`config.mk`:
```
export PLATFORM = sky130hd
export DESIGN_NAME = fwd_pattern_gen
export DESIGN_NICKNAME = d
export VERILOG_FILES = /design/src/rtl/fwd_pattern_gen.sv
export SDC_FILE = /design/constraint.sdc
export NUM_CORES = 1
export LEC_CHECK = 0
export BUFFER_PORTS_ARGS = -buffer_cell sky130_fd_sc_hd__buf_2
export CORE_AREA = 5 5 49 51
export CTS_CLUSTER_DIAMETER = 100
export CTS_CLUSTER_SIZE = 20
export DETAILED_ROUTE_END_ITERATION = 12
export DIE_AREA = 0 0 54 56
export PLACE_DENSITY = 0.85
export SLEW_MARGIN = 10
export SYNTH_ARGS = -nofsm -noshare
export SYNTH_HDL_FRONTEND = slang
export SYNTH_SLANG_ARGS = --single-unit
```
`constraint.sdc`:
```
create_clock -name clk -period 1.5 [get_ports clk]
set_input_delay 0.15 -clock clk [delete_from_list [all_inputs] [get_ports clk]]
set_output_delay 0.15 -clock clk [all_outputs]
set_load 0.05 [all_outputs]
```
`src/rtl/fwd_pattern_gen.sv`:
```
// Forwarding-select generator that sits beside the ID/EX pipeline register.
// It tracks the destinations of the two older in-flight instructions (EX, MEM)
// and registers a 2-bit operand-select code per source as the ID instruction
// advances into EX:
//   0 = register file, 1 = EX/MEM result, 2 = MEM/WB result.
module fwd_pattern_gen #(
  parameter int unsigned REG_AW = 5
) (
  input  logic              clk,
  input  logic              rst_n,
  input  logic              i_id_valid,
  input  logic [REG_AW-1:0] i_id_rs1,
  input  logic [REG_AW-1:0] i_id_rs2,
  input  logic [REG_AW-1:0] i_id_rd,
  input  logic              i_id_reg_write,
  input  logic              i_stall,
  input  logic              i_flush,
  output logic [1:0]        o_fwd_a,
  output logic [1:0]        o_fwd_b,
  output logic              o_ex_valid
);

  // Tracker: the instruction now in EX and the one now in MEM.
  logic [REG_AW-1:0] r_ex_rd;
  logic              r_ex_we;
  logic [REG_AW-1:0] r_mem_rd;
  logic              r_mem_we;

  // Registered outputs.
  logic [1:0] r_fwd_a;
  logic [1:0] r_fwd_b;
  logic       r_ex_valid;

  logic       w_slot_valid;
  logic       w_slot_we;
  logic [1:0] w_code_a;
  logic [1:0] w_code_b;

  // The nearest older producer wins; register 0 never forwards.
  function automatic logic [1:0] sel_code(
    input logic [REG_AW-1:0] src,
    input logic [REG_AW-1:0] ex_rd,
    input logic              ex_we,
    input logic [REG_AW-1:0] mem_rd,
    input logic              mem_we
  );
    logic [1:0] code;
    code = 2'd0;
    if (src != '0) begin
      if (ex_we && (ex_rd == src)) begin
        code = 2'd1;
      end else if (mem_we && (mem_rd == src)) begin
        code = 2'd2;
      end
    end
    return code;
  endfunction

  // Next-state codes from the current tracker and the ID instruction.
  always_comb begin
    w_slot_valid = i_id_valid & ~i_flush;
    w_slot_we    = w_slot_valid & i_id_reg_write;
    w_code_a     = 2'd0;
    w_code_b     = 2'd0;
    if (w_slot_valid) begin
      w_code_a = sel_code(i_id_rs1, r_ex_rd, r_ex_we, r_mem_rd, r_mem_we);
      w_code_b = sel_code(i_id_rs2, r_ex_rd, r_ex_we, r_mem_rd, r_mem_we);
    end
  end

  // Tracker shift and output registers; everything holds while stalled.
  always_ff @(posedge clk or negedge rst_n) begin
    if (!rst_n) begin
      r_ex_rd    <= '0;
      r_ex_we    <= 1'b0;
      r_mem_rd   <= '0;
      r_mem_we   <= 1'b0;
      r_fwd_a    <= 2'd0;
      r_fwd_b    <= 2'd0;
      r_ex_valid <= 1'b0;
    end else if (!i_stall) begin
      r_mem_rd   <= r_ex_rd;
      r_mem_we   <= r_ex_we;
      r_ex_rd    <= i_id_rd;
      r_ex_we    <= w_slot_we;
      r_fwd_a    <= w_code_a;
      r_fwd_b    <= w_code_b;
      r_ex_valid <= w_slot_valid;
    end
  end

  // Outputs come straight from registers.
  always_comb begin
    o_fwd_a    = r_fwd_a;
    o_fwd_b    = r_fwd_b;
    o_ex_valid = r_ex_valid;
  end

endmodule

```
# Yosys cells after proc, flatten, opt, wreduce, memory -nomap -nowiden
# Index checks and enable logic that the tools add are counted.
[word_totals] regBits=17 latchBits=0 ram_bits=0 rom_bits=0 inputBits=21 out_inout_bits=5 elab_cells=28 memories=0
[op_classes] addsub=0 mul=0 div=0 magnitude_cmp=0 n_eq_ne=4 n_shift=0 n_mux=8 n_bitwise=3 reduce_logical=6
[op_table] cell="equality test 5 bit" n=4
[op_table] cell="2-to-1 mux 2 bit" n=8
[op_table] cell="nonzero test 5 bit" n=2
[op_table] cell="logical AND 1 bit" n=4
[op_table] cell="AND 1 bit" n=2
[op_table] cell="inverter 1 bit" n=1

# Depth between registers and ports, before layout
[depth] depth_word=6 depth_mapped=4 mapped_depth_nobuf=4

# Worst setup path after synthesis
# Ideal clock, no wire load.
[synth_timing] path_kind="register to register" startpoint="reg r_ex_rd[1]" endpoint="reg r_fwd_b[0] (netlist: o_fwd_b[0])" setup_time_ns=0.068 t_arrival_ns=1.109 t_required_ns=1.432 slack_ns=0.323 path_stages_with_launch=5 n_path_buf=0 period_less_slack_ns=1.177 path_cell_list="dfrtp_1 xor2_1 nor4_1 and3_1 a32o_1"
[synth_between] elab_chain_cells=5
[synth_lines] item="from (decl)" line_no="24" source="logic [REG_AW-1:0] r_ex_rd;"
[synth_lines] item="from (signal assigned)" line_no="84" source="r_ex_rd <= i_id_rd;"
[synth_lines] item="equality test 5 bit" line_no="50" source="if (ex_we && (ex_rd == src)) begin"
[synth_lines] item="logical AND 1 bit" line_no="50"
[synth_lines] item="2-to-1 mux 2 bit" line_no="50"
[synth_lines] item="2-to-1 mux 2 bit" line_no="49" source="if (src != '0) begin"
[synth_lines] item="2-to-1 mux 2 bit" line_no="65" source="if (w_slot_valid) begin"
[synth_lines] item="to (signal assigned)" line_no="87" source="r_fwd_b <= w_code_b;"
[synth_lines] item="to (decl)" line_no="31" source="logic [1:0] r_fwd_b;"
# No other way between the ends.
# A chain may end at the register's enable or synchronous reset.

# Final worst setup path
[layout_timing] startpoint="reg r_ex_rd[0]" endpoint="reg r_fwd_a[0] (netlist: o_fwd_a[0])"
[layout_between] elab_chain_cells=5
[layout_lines] item="equality test 5 bit" line_no="50"
[layout_lines] item="logical AND 1 bit" line_no="50"
[layout_lines] item="2-to-1 mux 2 bit" line_no="50"
[layout_lines] item="2-to-1 mux 2 bit" line_no="49"
[layout_lines] item="2-to-1 mux 2 bit" line_no="65"
[layout_lines] item="to (signal assigned)" line_no="86" source="r_fwd_a <= w_code_a;"
[layout_lines] item="to (decl)" line_no="30" source="logic [1:0] r_fwd_a;"
# No other way between the ends.

==> results.txt <==
Port bufs: 25
CP cell instances: xor2_1 > nor4_1 > and3_1 > a32o_1
Clock slew at reported path FFs: 0.09 ns
Max cap viols: 0
Hold_buf cts: 1
LEAKAGE: 0.000503 uW
Post-DP HPWL: 1540 um
Area share of the largest cell type after synthesis: 47.6%
ANT cells: 0
Clock tree from TritonCTS: yes
Most common cell after layout, fill and taps aside: buf_2
Total CTS buffers: 3
Total Routing Usage GR: 13.6%
Sequential fraction of the synthesis area: 47.6%
Antenna viol nets, final: 0
Avg Cell Area, Syn: 12.2 um^2
CP required: 1.73 ns
DIE WIDTH: 54 um
Synth unique cells: 17
Fmax: 717 MHz
Clock Latency Late Sink: 0.29 ns
Post-Syn Instances: 73
WL per Instance: 14.2 um
Area growth, synth to finish: 21.8%
Initial antenna violation count: 0
First-pass GRT wire length: 3020 um
Mapped cell area: 893 um^2
Critical path arrival: 1.62 ns
Synthesis Warnings: 0
Hold Violations, Final: 0
Setup tns final: 0 ns
Vias: 649
Largest delay share family, worst path: simple AND/OR/NAND/NOR gates
Pre-antenna DRT Iters: 3
Dpl cells: 125
Total Power Consumption: 988 uW
Startpoint Class: flop
Mapped Nets: 94
Area of the multi-input gates: 452 um^2
Post-layout min period: 1.40 ns
# nets final: 125
Final Cell Area: 0.00109 mm^2
# Post-CTS Setup Buffers: 0
Gpl congestion: 0.901
CTS resizes: 0
Clk sinks: 17
Worst Setup Path Type: reg2reg
WHS: 0.0839 ns
CTS Root Cell: clkbuf_4
Yosys reg bits: 17
Top cells by area, synth: dfrtp_1 (48%), mux2_2 (14%), xnor2_1 (12%)
Residual DRC count: 0
Setup Skew: 0.00683 ns
Initial Util: 47.0%
Worst Tran Pin Value: 0.373 ns
Non-Filler Instances: 130
Vias in the first global route: 723
Post-DP Area: 0.00105 mm^2
Max_slew headroom: 75.1%
DR iter-0 viols: 1
Final Cycle Share: 93.0%
Final setup fails: 0
Pin count of the biggest net entering global routing: 18
HP Class: in2reg
Synth area leader: dfrtp_1
Power density cells: 908 mW/mm^2
CP bufs+invs: 0
Crit-path max cell delay: 0.44 ns
H-Tree Level Count: 1
Total gr overflow: 0
Die Area: 0.00302 mm^2
CP max FO: 4
Core Box Area: 0.00190 mm^2
Ports: 26
Row cnt: 16
Die Ht: 56 um
Max Slew Vio Count: 0
Commonest cells after routing, fill and taps aside: buf_2 (25), dfrtp_1 (17), xnor2_1 (12)
CP max stage cell: dfrtp_1
CP Capture Type: flop
Layout cells sized above 1: 41.7%
CTS Buffer Depth: 2
Drt total wl: 1840 um
Via/cell ratio: 4.99
Fillers: 165
Sequential cell area: 425 um^2
Peak supply drop: 508 uV
RSZ-0062 raised after global routing: no
Status: completed
## cells by family after synthesis
| kind of cell | synth area share (%) |
|---|---|
| xor+xnor | 19.6 |
| buf+inv | 1.82 |
| flops | 47.6 |
| mux | 13.9 |
| compound gates | 5.74 |
| simple gates | 11.3 |
## routing by layer
metal | GRT usage [%] | up-vias | routed length [um]
met3 | 3.49 | 6 | 83
met1 | 12.4 | 308 | 660
met5 | 0 | - | 0
met4 | 6.41 | 0 | 51
li1 | - | 318 | -
met2 | 26.1 | 17 | 1050
## synthesized netlist by cell type
cell     count
a32o_1       2
a22o_1       1
buf_2        1
dfrtp_1     17
nor4_1       2
xor2_1       8
nand4_1      4
o31ai_1      2
xnor2_1     12
buf_6        1
nor3_1       2
nor3b_4      1
and3_1       2
nor2_1       2
nand2_1      4
mux2_2      11
a21o_1       1
## where the power goes
part           total, uW  leakage (uW)  switching [uW]  internal [uW]
Clock                233     0.0000177             134           99.2
Sequential           543      0.000213            45.5            497
Combinational        212      0.000273            94.7            117
Total                988      0.000503             274            714
## sequential cells by signal, summed over array words and instances (netlist names)
signal and cells:
o_fwd_a 2, r_ex_rd 5, o_ex_valid 1, o_fwd_b 2, r_mem_rd 5, r_mem_we 1, r_ex_we 1
## worst paths after layout
| kind | endpoint | cells past startpoint | start | slack [ns] |
|---|---|---|---|---|
| worst max-delay path | o_fwd_a[0] | 4 | r_ex_rd[0] | 0.10 |
| worst min-delay path | r_ex_rd[2] | 2 | i_id_rd[2] | 0.08 |
| worst max register to register | o_fwd_a[0] | 4 | r_ex_rd[0] | 0.10 |
| worst min register to register | o_fwd_b[1] | 2 | o_fwd_b[1] | 0.48 |
| max in group asynchronous | o_ex_valid | 2 | rst_n | 0.92 |
| min in group asynchronous | r_mem_rd[1] | 2 | rst_n | 0.30 |
## cell type report
class	count	share of cell area [%]
clock buffers	3	2.07
well taps	27	3.10
repair buffers	28	13.8
multi-input cells	54	41.5
clock inverters	1	0.460
flip-flops and latches	17	39.1
## metrics by stage
step           worst slack [ns]  utilization [%]
5_1_grt                 0.00169             57.2
3_3_place_gp              0.264             55.3
6_report                  0.105             57.2
2_1_floorplan             0.323                -
4_1_cts                   0.105             57.2
3_5_place_dp              0.211             55.3
Power figures use the tool's default switching activity.
